--- config.mk ---
export PLATFORM = sky130hd
export DESIGN_NAME = mem_access_unit
export DESIGN_NICKNAME = d
export VERILOG_FILES = /design/src/rtl/mem_pkg.sv /design/src/rtl/mem_lane_align.sv /design/src/rtl/mem_access_unit.sv
export SDC_FILE = /design/constraint.sdc
export NUM_CORES = 1
export LEC_CHECK = 0
export BUFFER_PORTS_ARGS = -buffer_cell sky130_fd_sc_hd__buf_4
export CAP_MARGIN = 15
export CELL_PAD_IN_SITES_DETAIL_PLACEMENT = 0
export CELL_PAD_IN_SITES_GLOBAL_PLACEMENT = 2
export CORE_ASPECT_RATIO = 1.4
export CORE_MARGIN = 5
export CORE_UTILIZATION = 24
export CTS_CLUSTER_SIZE = 25
export DETAILED_ROUTE_END_ITERATION = 6
export PLACE_DENSITY_LB_ADDON = 0.05
export SLEW_MARGIN = 20
export SYNTH_ARGS = -nofsm -noshare
export SYNTH_HDL_FRONTEND = slang
export SYNTH_SLANG_ARGS = --single-unit
--- constraint.sdc ---
create_clock -name clk -period 2.3 [get_ports clk]
set_input_delay 0.23 -clock clk [delete_from_list [all_inputs] [get_ports clk]]
set_output_delay 0.23 -clock clk [all_outputs]
set_load 0.02 [all_outputs]
--- src/rtl/mem_pkg.sv ---
// Shared types and helpers for the memory access unit: access sizes,
// sequencer states and byte-lane arithmetic.
package mem_pkg;

  typedef enum logic [1:0] {
    MEM_B = 2'd0,
    MEM_H = 2'd1,
    MEM_W = 2'd2,
    MEM_D = 2'd3
  } mem_size_t;

  typedef enum logic [1:0] {
    MAU_IDLE = 2'd0,
    MAU_BUS  = 2'd1,
    MAU_ERR  = 2'd2
  } mau_state_t;

  localparam int BYTE_W    = 8;
  localparam int MAX_LANES = 8;

  function automatic int lane_count(input int data_w);
    return data_w / BYTE_W;
  endfunction

  function automatic int size_bytes(input mem_size_t s);
    return 1 << int'(s);
  endfunction

endpackage

--- src/rtl/mem_lane_align.sv ---
// Combinational byte-lane steering: store replication and strobes on the way
// out, load extraction and sign/zero extension on the way back.
module mem_lane_align
  import mem_pkg::*;
#(
  parameter int DATA_W = 32
) (
  input  mem_size_t                   i_st_size,
  input  logic [$clog2(DATA_W/8)-1:0] i_st_off,
  input  logic                        i_st_we,
  input  logic [DATA_W-1:0]           i_st_wdata,
  output logic [DATA_W-1:0]           o_st_wdata,
  output logic [DATA_W/8-1:0]         o_st_wstrb,
  input  mem_size_t                   i_ld_size,
  input  logic [$clog2(DATA_W/8)-1:0] i_ld_off,
  input  logic                        i_ld_unsigned,
  input  logic [DATA_W-1:0]           i_ld_rdata,
  output logic [DATA_W-1:0]           o_ld_rdata
);

  localparam int LANES = lane_count(DATA_W);

  logic [DATA_W-1:0] w_ld_shift;
  logic              w_ld_sign;
  int                w_st_bytes;
  int                w_ld_bytes;

  assign w_ld_shift = i_ld_rdata >> {i_ld_off, 3'b000};

  // Each lane takes the chunk byte it lines up with, so every aligned slot
  // of the bus carries a full copy of the store data.
  always_comb begin
    w_st_bytes = size_bytes(i_st_size);
    o_st_wdata = '0;
    o_st_wstrb = '0;
    for (int i = 0; i < LANES; i++) begin
      o_st_wdata[8*i +: 8] = i_st_wdata[8*(i & (w_st_bytes - 1)) +: 8];
      o_st_wstrb[i] = i_st_we && (i >= int'(i_st_off)) &&
                      (i < int'(i_st_off) + w_st_bytes);
    end
  end

  always_comb begin
    w_ld_bytes = size_bytes(i_ld_size);
    case (i_ld_size)
      MEM_B:   w_ld_sign = w_ld_shift[7];
      MEM_H:   w_ld_sign = w_ld_shift[15];
      MEM_W:   w_ld_sign = w_ld_shift[31];
      default: w_ld_sign = w_ld_shift[DATA_W-1];
    endcase
    o_ld_rdata = '0;
    for (int i = 0; i < LANES; i++) begin
      o_ld_rdata[8*i +: 8] = (i < w_ld_bytes) ? w_ld_shift[8*i +: 8]
                                              : {8{w_ld_sign && !i_ld_unsigned}};
    end
  end

endmodule

--- src/rtl/mem_access_unit.sv ---
// Sequences one core request onto the PicoRV32 native bus and returns a
// single registered response pulse; a bus that never answers latches a fault.
module mem_access_unit
  import mem_pkg::*;
#(
  parameter int ADDR_W      = 32,
  parameter int DATA_W      = 32,
  parameter int TIMEOUT     = 16,
  parameter int CHECK_ALIGN = 1
) (
  input  logic                clk,
  input  logic                reset,
  input  logic                req_valid,
  output logic                req_ready,
  input  logic                req_instr,
  input  logic                req_we,
  input  logic [1:0]          req_size,
  input  logic                req_unsigned,
  input  logic [ADDR_W-1:0]   req_addr,
  input  logic [DATA_W-1:0]   req_wdata,
  output logic                rsp_valid,
  output logic                rsp_err,
  output logic [DATA_W-1:0]   rsp_rdata,
  output logic                fault,
  output logic                mem_valid,
  output logic                mem_instr,
  output logic [ADDR_W-1:0]   mem_addr,
  output logic [DATA_W-1:0]   mem_wdata,
  output logic [DATA_W/8-1:0] mem_wstrb,
  input  logic                mem_ready,
  input  logic [DATA_W-1:0]   mem_rdata
);

  localparam int LANES = lane_count(DATA_W);
  localparam int OFF_W = $clog2(LANES);
  localparam int CNT_W = (TIMEOUT > 0) ? $clog2(TIMEOUT + 1) : 1;

  mau_state_t        r_state, w_state;
  logic [CNT_W-1:0]  r_cnt, w_cnt;
  mem_size_t         r_size, w_size;
  logic [OFF_W-1:0]  r_off, w_off;
  logic              r_unsigned, w_unsigned;
  logic              r_we, w_we;

  logic              r_req_ready, w_req_ready;
  logic              r_rsp_valid, w_rsp_valid;
  logic              r_rsp_err, w_rsp_err;
  logic [DATA_W-1:0] r_rsp_rdata, w_rsp_rdata;
  logic              r_fault, w_fault;
  logic              r_mem_valid, w_mem_valid;
  logic              r_mem_instr, w_mem_instr;
  logic [ADDR_W-1:0] r_mem_addr, w_mem_addr;
  logic [DATA_W-1:0] r_mem_wdata, w_mem_wdata;
  logic [LANES-1:0]  r_mem_wstrb, w_mem_wstrb;

  mem_size_t         w_req_size;
  logic              w_misalign;
  logic              w_illegal;
  logic [OFF_W-1:0]  w_req_off;
  logic [DATA_W-1:0] w_st_wdata;
  logic [LANES-1:0]  w_st_wstrb;
  logic [DATA_W-1:0] w_ld_rdata;

  assign w_req_size = mem_size_t'(req_size);

  always_comb begin
    case (req_size)
      2'd0:    w_misalign = 1'b0;
      2'd1:    w_misalign = req_addr[0];
      2'd2:    w_misalign = |req_addr[1:0];
      default: w_misalign = |req_addr[2:0];
    endcase
  end

  assign w_illegal = ((CHECK_ALIGN != 0) && w_misalign) ||
                     ((req_size == 2'd3) && (DATA_W < 64));
  // Dropping the sub-size offset bits is what makes CHECK_ALIGN=0 truncate.
  assign w_req_off = req_addr[OFF_W-1:0] &
                     ~OFF_W'((32'd1 << req_size) - 32'd1);

  mem_lane_align #(
    .DATA_W(DATA_W)
  ) u_lane_align (
    .i_st_size     (w_req_size),
    .i_st_off      (w_req_off),
    .i_st_we       (req_we),
    .i_st_wdata    (req_wdata),
    .o_st_wdata    (w_st_wdata),
    .o_st_wstrb    (w_st_wstrb),
    .i_ld_size     (r_size),
    .i_ld_off      (r_off),
    .i_ld_unsigned (r_unsigned),
    .i_ld_rdata    (mem_rdata),
    .o_ld_rdata    (w_ld_rdata)
  );

  always_comb begin
    w_state     = r_state;
    w_cnt       = r_cnt;
    w_size      = r_size;
    w_off       = r_off;
    w_unsigned  = r_unsigned;
    w_we        = r_we;
    w_mem_valid = r_mem_valid;
    w_mem_instr = r_mem_instr;
    w_mem_addr  = r_mem_addr;
    w_mem_wdata = r_mem_wdata;
    w_mem_wstrb = r_mem_wstrb;
    w_rsp_valid = 1'b0;
    w_rsp_err   = 1'b0;
    w_rsp_rdata = '0;
    w_fault     = r_fault;
    case (r_state)
      MAU_IDLE: begin
        if (req_valid && r_req_ready) begin
          if (w_illegal) begin
            w_rsp_valid = 1'b1;
            w_rsp_err   = 1'b1;
          end else begin
            w_state     = MAU_BUS;
            w_cnt       = '0;
            w_size      = w_req_size;
            w_off       = w_req_off;
            w_unsigned  = req_unsigned;
            w_we        = req_we;
            w_mem_valid = 1'b1;
            w_mem_instr = req_instr;
            w_mem_addr  = {req_addr[ADDR_W-1:OFF_W], {OFF_W{1'b0}}};
            w_mem_wdata = w_st_wdata;
            w_mem_wstrb = w_st_wstrb;
          end
        end
      end
      MAU_BUS: begin
        if (mem_ready && r_mem_valid) begin
          w_state     = MAU_IDLE;
          w_mem_valid = 1'b0;
          w_mem_instr = 1'b0;
          w_mem_wstrb = '0;
          w_rsp_valid = 1'b1;
          w_rsp_rdata = r_we ? '0 : w_ld_rdata;
        end else if ((TIMEOUT > 0) && (r_cnt == CNT_W'(TIMEOUT - 1))) begin
          w_state     = MAU_ERR;
          w_mem_valid = 1'b0;
          w_mem_instr = 1'b0;
          w_mem_wstrb = '0;
          w_rsp_valid = 1'b1;
          w_rsp_err   = 1'b1;
          w_fault     = 1'b1;
        end else begin
          w_cnt = r_cnt + 1'b1;
        end
      end
      MAU_ERR: begin
        w_mem_valid = 1'b0;
        w_fault     = 1'b1;
      end
      default: w_state = MAU_IDLE;
    endcase
    w_req_ready = (w_state == MAU_IDLE);
  end

  always_ff @(posedge clk) begin
    if (reset) begin
      r_state     <= MAU_IDLE;
      r_cnt       <= '0;
      r_size      <= MEM_B;
      r_off       <= '0;
      r_unsigned  <= 1'b0;
      r_we        <= 1'b0;
      r_req_ready <= 1'b0;
      r_rsp_valid <= 1'b0;
      r_rsp_err   <= 1'b0;
      r_rsp_rdata <= '0;
      r_fault     <= 1'b0;
      r_mem_valid <= 1'b0;
      r_mem_instr <= 1'b0;
      r_mem_addr  <= '0;
      r_mem_wdata <= '0;
      r_mem_wstrb <= '0;
    end else begin
      r_state     <= w_state;
      r_cnt       <= w_cnt;
      r_size      <= w_size;
      r_off       <= w_off;
      r_unsigned  <= w_unsigned;
      r_we        <= w_we;
      r_req_ready <= w_req_ready;
      r_rsp_valid <= w_rsp_valid;
      r_rsp_err   <= w_rsp_err;
      r_rsp_rdata <= w_rsp_rdata;
      r_fault     <= w_fault;
      r_mem_valid <= w_mem_valid;
      r_mem_instr <= w_mem_instr;
      r_mem_addr  <= w_mem_addr;
      r_mem_wdata <= w_mem_wdata;
      r_mem_wstrb <= w_mem_wstrb;
    end
  end

  assign req_ready = r_req_ready;
  assign rsp_valid = r_rsp_valid;
  assign rsp_err   = r_rsp_err;
  assign rsp_rdata = r_rsp_rdata;
  assign fault     = r_fault;
  assign mem_valid = r_mem_valid;
  assign mem_instr = r_mem_instr;
  assign mem_addr  = r_mem_addr;
  assign mem_wdata = r_mem_wdata;
  assign mem_wstrb = r_mem_wstrb;

endmodule

==> results of run 1 <==
## state kept, by name (all words and copies together) (netlist names)
| register | flops |
|---|---|
| rsp_rdata | 32 |
| mem_addr | 30 |
| req_ready | 1 |
| r_cnt | 5 |
| mem_wdata | 32 |
| rsp_valid | 1 |
| r_off | 2 |
| rsp_err | 1 |
| mem_valid | 1 |
| r_unsigned | 1 |
| mem_wstrb | 4 |
| fault | 1 |
| r_size | 2 |
| mem_instr | 1 |
| r_state | 2 |
| r_we | 1 |
## layer usage
metal,share of wire [%],global-route usage [%],vias to the layer above
li1,-,-,2467
met1,39,16.0,2278
met2,50,25.5,160
met3,8.8,6.84,18
met4,2.0,5.99,0
met5,0,0,-
## where the power goes
part	switching, mW	internal [mW]	total, mW	leakage, nW
Clock	0.970	1.90	2.87	0.305
Sequential	0.0388	2.09	2.12	0.947
Combinational	0.351	0.298	0.650	1.92
## final cells by class
class	instances	area [µm²]
sequential	117	2340
clock inverter	11	174
clock buffer	21	470
fill	2121	13100
timing repair buffer	223	1700
antenna	1	2.50
tap	256	320
inverter	9	33.8
multi-input combinational	431	2460
## worst min-delay path by stage
stage | endpoint | from | cells past startpoint | slack [ns]
detailed placement | mem_wdata[31] | mem_wdata[31] | 2 | 0.45
floorplan | rsp_rdata[24] | mem_rdata[24] | 2 | 0.34
finish | rsp_rdata[27] | mem_rdata[27] | 3 | 0.04
global placement | mem_addr[17] | mem_addr[17] | 2 | 0.44
CTS | rsp_rdata[27] | mem_rdata[27] | 3 | 0.02
global route | rsp_rdata[26] | mem_rdata[26] | 3 | 0.02
## stage by stage
stage / cells / hold WS [ns] / worst slack, ns / util, % / cell area, µm²
2_1_floorplan: 608 / 0.336 / 0.0684 / - / 5040
3_3_place_gp: 1036 / 0.444 / 0.311 / 33.4 / 6860
3_5_place_dp: 1036 / 0.448 / 0.268 / 33.4 / 6860
4_1_cts: 1068 / 0.0178 / 0.374 / 36.5 / 7500
5_1_grt: 1069 / 0.0204 / 0.264 / 36.5 / 7510
6_report: 1069 / 0.0382 / 0.384 / 36.5 / 7510
## logic make-up (layout without fill, tap and decap cells)
kind of cell | Yosys count | in the layout | synth area share [%]
AOI/OAI and AO/OA | 158 | 158 | 19.1
xor gates and xnor gates | 1 | 1 | 0.174
adders and majority gates | 7 | 7 | 1.74
buffers and inverters | 60 | 264 | 5.12
DFF | 117 | 117 | 46.5
muxes | 42 | 42 | 8.70
other | 1 | 3 | 0.0745
and+or+nand+nor | 221 | 221 | 18.6
## critical path: cells and delay by family (launching register included)
family | cells | cell delay (ns)
buffers and inverters | 1 | 0.21
and+or+nand+nor | 1 | 0.42
muxes | 2 | 0.63
AOI/OAI and AO/OA | 1 | 0.09
DFF | 1 | 0.48
## synthesized netlist by cell type (all sizes together), types with 3 or more instances
library cell	n
a211o	3
a211oi	24
a21oi	70
a311oi	8
and2	10
buf	17
clkbuf	34
dfxtp	117
ha	7
inv	8
mux2	4
mux2i	37
nand2	143
nand2b	4
nand3	6
nor2	33
nor2b	9
nor3	3
o211ai	3
o21ai	35
o32ai	3
or3	3
==> impl_metrics.csv, run 1 <==
group,metric,value,unit
drt,drt_iter0_drc,149,
critical_path,critPathLaunch,"r_off[0]",
drt,drt-vias-per-instance,4.61,
synth,ys.flop_type,"dfxtp_1",
synth,synth_area,5030,µm²
cts,cts_hold_buf,0,
placed_design,portBuffers,208,
critical_path,cp.arrival,2.25,ns
pwr,leakage,3.17,nW
critical_path,cp-start-kind,"flip-flop",
cts,cts_made_buffers,17,
cts,cts_resized,0,
worst_hold_path,hold_path_class,"in2reg",
run,drv_cap,0,
critical_path,slowest_delay,0.48,ns
synth,synth_seq_cells,117,
global_routing,grtUsageTotal,14.9,%
drt,drt_pass1_iterations,4,
timing,min_period,1.92,ns
global_routing,grt-ovfl-total,0,
cts,clock_path_buffers,2,
critical_path,worstPathMaxFanout,16,
critical_path,required,2.63,ns
layout,final_common_cell,"buf_4",
drt,drc,0,
layout,layout-drive-gt1-share,32.5,%
cts,clk_pin_slew,0.06,ns
run_status,outcome,"finished clean",
pwr,peakVddDrop,0.465,mV
cts,clockRootBuffer,"clkbuf_16",
drt,vias,4923,
layout,final_nets,911,
synth,ys_types,46,
global_routing,grt_pass1_vias,5228,
critical_path,crit_end,"rsp_rdata[18]",
pwr,power_density,752,nW/µm²
drt,wl,18200,µm
critical_path,worstRegToRegCells,5,
cts,post-cts-setup-buffers,0,
placed_design,detailedPlacementHpwl,13600,µm
die,die_w,132,µm
die,design.core.area,20600,µm²
cts,clock_sinks,117,
timing,grt_setup_unrepaired,"no",
timing,slew_viol_final,0,
timing,worst_slew_pin_slew,0.595,ns
critical_path,timing.rr.end,"rsp_rdata[18]",
synth,seq_area_frac_synth,46.5,%
critical_path,crit_chain,"mux2i_1, mux4_2, or4_1, buf_4, o21ai_0",
timing,final-setup-viol-count,0,
global_routing,antenna_found_initial,1,
cts,htree_levels,4,
timing,fin_crit_sh,83.3,%
timing,setup-tns-final,0,ns
layout,final_cell_mix,"buf_4, nand2_1, dfxtp_1, a21oi_1, mux2i_1",
synth,yosysTopAreaCellShare,46.5,%
die,initial_core_util,24.5,%
layout,area_delta_synth_final,49.1,%
pwr,total_power,5.65,mW
die,fp-row-count,62,
timing,fmax,522,MHz
die,ioPinCount,211,
timing,skew,0.00812,ns
cts,cts_tree,"done",
synth,ys_top_cells_by_area,"dfxtp_1, nand2_1, mux2i_1",
critical_path,regToRegSetupSlack,0.38,ns
timing,hold_violations,0,
critical_path,reg2reg_from,"r_off[0]",
global_routing,grt_first_pass_wirelength,28300,µm
timing,relSlewSlack,60.3,%
synth,post-synth-top-area-cell,"dfxtp_1",
cts,clkLatencyLatePin,0.41,ns
synth,postSynthCellCount,607,
critical_path,worstSetupPathType,"reg2reg",
die,die_h,181,µm
synth,synth_warnings,0,
drt,wl_per_cell,17.0,µm
placed_design,place.gp.congestion,0.779,
drt,ant_nets,0,
synth,synth_edf_count,0,
synth,synth-async-reset-ratio,0,%
critical_path,cp-end-kind,"flip-flop",
global_routing,grt_max_degree,49,
die,die-area,24000,µm²
critical_path,cpMaxStageDelayCell,"dfxtp_1",
synth,syn_avg_cell_area,8.29,µm²
Power figures use the tool's default switching activity.
==> run 2: changes to the inputs <==
--- a/config.mk
+++ b/config.mk
@@ -5,13 +5,14 @@
 export SDC_FILE = /design/constraint.sdc
 export NUM_CORES = 1
 export LEC_CHECK = 0
+export ABC_AREA = 1
 export BUFFER_PORTS_ARGS = -buffer_cell sky130_fd_sc_hd__buf_4
 export CAP_MARGIN = 15
 export CELL_PAD_IN_SITES_DETAIL_PLACEMENT = 0
 export CELL_PAD_IN_SITES_GLOBAL_PLACEMENT = 2
 export CORE_ASPECT_RATIO = 1.4
 export CORE_MARGIN = 5
-export CORE_UTILIZATION = 24
+export CORE_UTILIZATION = 23
 export CTS_CLUSTER_SIZE = 25
 export DETAILED_ROUTE_END_ITERATION = 6
 export PLACE_DENSITY_LB_ADDON = 0.05
==> constraint.sdc (replaced) <==
create_clock -name clk -period 1.6 [get_ports clk]
set_input_delay 0.16 -clock clk [delete_from_list [all_inputs] [get_ports clk]]
set_output_delay 0.16 -clock clk [all_outputs]
set_load 0.02 [all_outputs]
==> run 2 against run 1 <==
Combinational power increased by 89%. Clock skew about the same. Worst hold slack got worse by 0.023 ns.
==> impl_metrics.csv, run 2 <==
group,metric,value,unit
run_status,outcome,"finished clean",
timing,setup-tns-final,0,ns
timing,min_period,1.52,ns
cts,clockRootBuffer,"clkbuf_16",
layout,diodes,0,
placed_design,detailedPlacementHpwl,14400,µm
synth,synth_area,4980,µm²
die,die_h,184,µm
timing,fmax,657,MHz
layout,final_common_cell,"buf_4",
global_routing,use_met2,29.0,%
placed_design,placed_area,7040,µm²
layout,area_delta_synth_final,62.9,%
synth,postSynthCellCount,681,
worst_hold_path,hold_path_class,"in2reg",
drt,wl,19700,µm
global_routing,grt_first_pass_wirelength,29900,µm
die,initial_core_util,23.4,%
synth,synth-async-reset-ratio,0,%
synth,post-synth-top-area-cell,"dfxtp_1",
critical_path,cp.arrival,1.87,ns
critical_path,reg2reg_from,"r_state[1]",
run,drv_cap,0,
cts,htree_levels,4,
layout,final_cell_mix,"buf_4, nand2_1, dfxtp_1, a21oi_1, nor2_1",
timing,worst_slew_pin_slew,0.567,ns
placed_design,portBuffers,208,
die,die-area,24700,µm²
synth,syn_avg_cell_area,7.32,µm²
critical_path,timing.rr.end,"mem_wstrb[1]",
drt,drc,0,
global_routing,grt-ovfl-total,0,
layout,final_nets,1059,
global_routing,grt_pass1_vias,5544,
critical_path,required,1.94,ns
die,fp-row-count,63,
cts,clock_path_buffers,2,
pwr,power_density,973,nW/µm²
layout,post-route-cell-area,8120,µm²
synth,synth_warnings,0,
critical_path,cp-end-kind,"flip-flop",
timing,final-setup-viol-count,0,
die,design.core.area,21300,µm²
layout,final_cell_count_no_fill,1220,
critical_path,cp-start-kind,"flip-flop",
global_routing,met3_usage,4.15,%
placed_design,place.gp.congestion,0.787,
cts,clock_sinks,117,
pwr,leakage,3.65,nW
global_routing,grtUsageTotal,15.4,%
cts,clkLatencyLatePin,0.42,ns
synth,seq_area_frac_synth,47.0,%
synth,synth_seq_cells,117,
critical_path,regToRegSetupSlack,0.08,ns
timing,skew,0.00862,ns
layout,layout-drive-gt1-share,34.4,%
synth,ys_top_cells_by_area,"dfxtp_1, nand2_1, a21oi_1",
timing,grt_setup_unrepaired,"yes",
critical_path,worstPathMaxFanout,5,
critical_path,critPathLaunch,"r_state[1]",
global_routing,antenna_found_initial,0,
synth,synth_edf_count,0,
die,die_w,134,µm
timing,hold_violations,0,
drt,drt-vias-per-instance,4.45,
global_routing,busiest_layer,"met2",
synth,ys_types,29,
drt,wl_per_cell,16.2,µm
timing,relSlewSlack,62.2,%
pwr,peakVddDrop,0.656,mV
cts,cts_tree,"done",
die,ioPinCount,211,
cts,cts_made_buffers,17,
critical_path,worstRegToRegCells,10,
critical_path,worstSetupPathType,"reg2reg",
global_routing,grt_max_degree,52,
global_routing,grtUsageMet1,16.7,%
critical_path,crit_end,"mem_wstrb[1]",
cts,clk_pin_slew,0.06,ns
synth,netlist_top_cells_count,"nand2_1, dfxtp_1, a21oi_1",
drt,vias,5429,
drt,drt_iter0_drc,196,
drt,drt_pass1_iterations,5,
timing,slew_viol_final,0,
drt,ant_nets,0,
timing,fin_crit_sh,95.1,%
synth,yosysMostFrequentCell,"nand2_1",
synth,yosysTopAreaCellShare,47.0,%
placed_design,dp.cells,1152,
synth,ys.flop_type,"dfxtp_1",
run 2: layout make-up:
class	instances	area, µm²
clock buffers	17	425
inverters	42	168
repair buffers	291	2410
multi-input cells	478	2310
well taps	260	325
fillers	2253	13200
flip-flops and latches	117	2350
clock inverters	15	134
run 2: critical path: stages, from the launching register on:
cell     delay (ns)
dfxtp_2        0.33
inv_2          0.06
ha_2           0.18
inv_2          0.05
nor2_4         0.10
nand3_4        0.14
buf_6          0.17
a21oi_4        0.17
buf_6          0.13
nor2_1         0.03
nor2_1         0.10
run 2: per-stage QoR:
stage	total power [mW]	util [%]	hold slack, ns	setup slack (ns)
floorplan	3.66	-	0.303	0.0381
detailed placement	4.26	33.1	0.419	-0.0916
global route	8.29	38.1	0.00419	-0.0413
finish	7.90	38.1	0.0154	0.0778
global placement	4.26	33.1	0.413	-0.0614
CTS	8.00	37.2	0.00208	0.000444
run 2: kinds of logic (layout without fill, tap and decap cells):
kind of cell	after synthesis	count (layout)	share of synthesized area [%]
adder cells (fa/ha/maj)	7	7	1.76
buffers and inverters	87	365	8.49
other	1	2	0.0753
AO/OA/AOI/OAI	170	170	18.5
flip-flops	117	117	47.0
AND/OR/NAND/NOR	298	298	24.0
XOR/XNOR	1	1	0.176
run 2: layer usage:
| metal | share of wire, % | wire [µm] |
|---|---|---|
| met5 | 0 | 0 |
| met1 | 38 | 7570 |
| met4 | 1.4 | 274 |
| met3 | 5.3 | 1040 |
| met2 | 55 | 10800 |
run 2: what timing repair did:
action | CTS | global route
gates cloned | 0 | 3
pin swaps | 2 | 11
hold buffers | 29 | 0
setup buffers | 0 | 4
endpoints found under the setup margin | 75 | 97
resized for setup | 9 | 36
hold endpoints to repair | 29 | 0
run 2: power breakdown:
| part | switching [mW] | leakage [nW] | internal [mW] |
|---|---|---|---|
| combinational | 0.653 | 2.44 | 0.577 |
| sequential | 0.0508 | 0.949 | 3.00 |
| clock | 1.48 | 0.258 | 2.14 |
run 2: worst min-delay path by stage:
stage          cells after the start          from            to  slack [ns]
6_report                           3   req_addr[7]   mem_addr[7]        0.02
5_1_grt                            3   req_addr[9]   mem_addr[9]       0.004
4_1_cts                            3   req_addr[7]   mem_addr[7]       0.002
3_5_place_dp                       3  req_addr[26]  mem_addr[26]        0.42
3_3_place_gp                       3  req_addr[21]  mem_addr[21]        0.41
2_1_floorplan                      2   req_addr[2]   mem_addr[2]        0.30
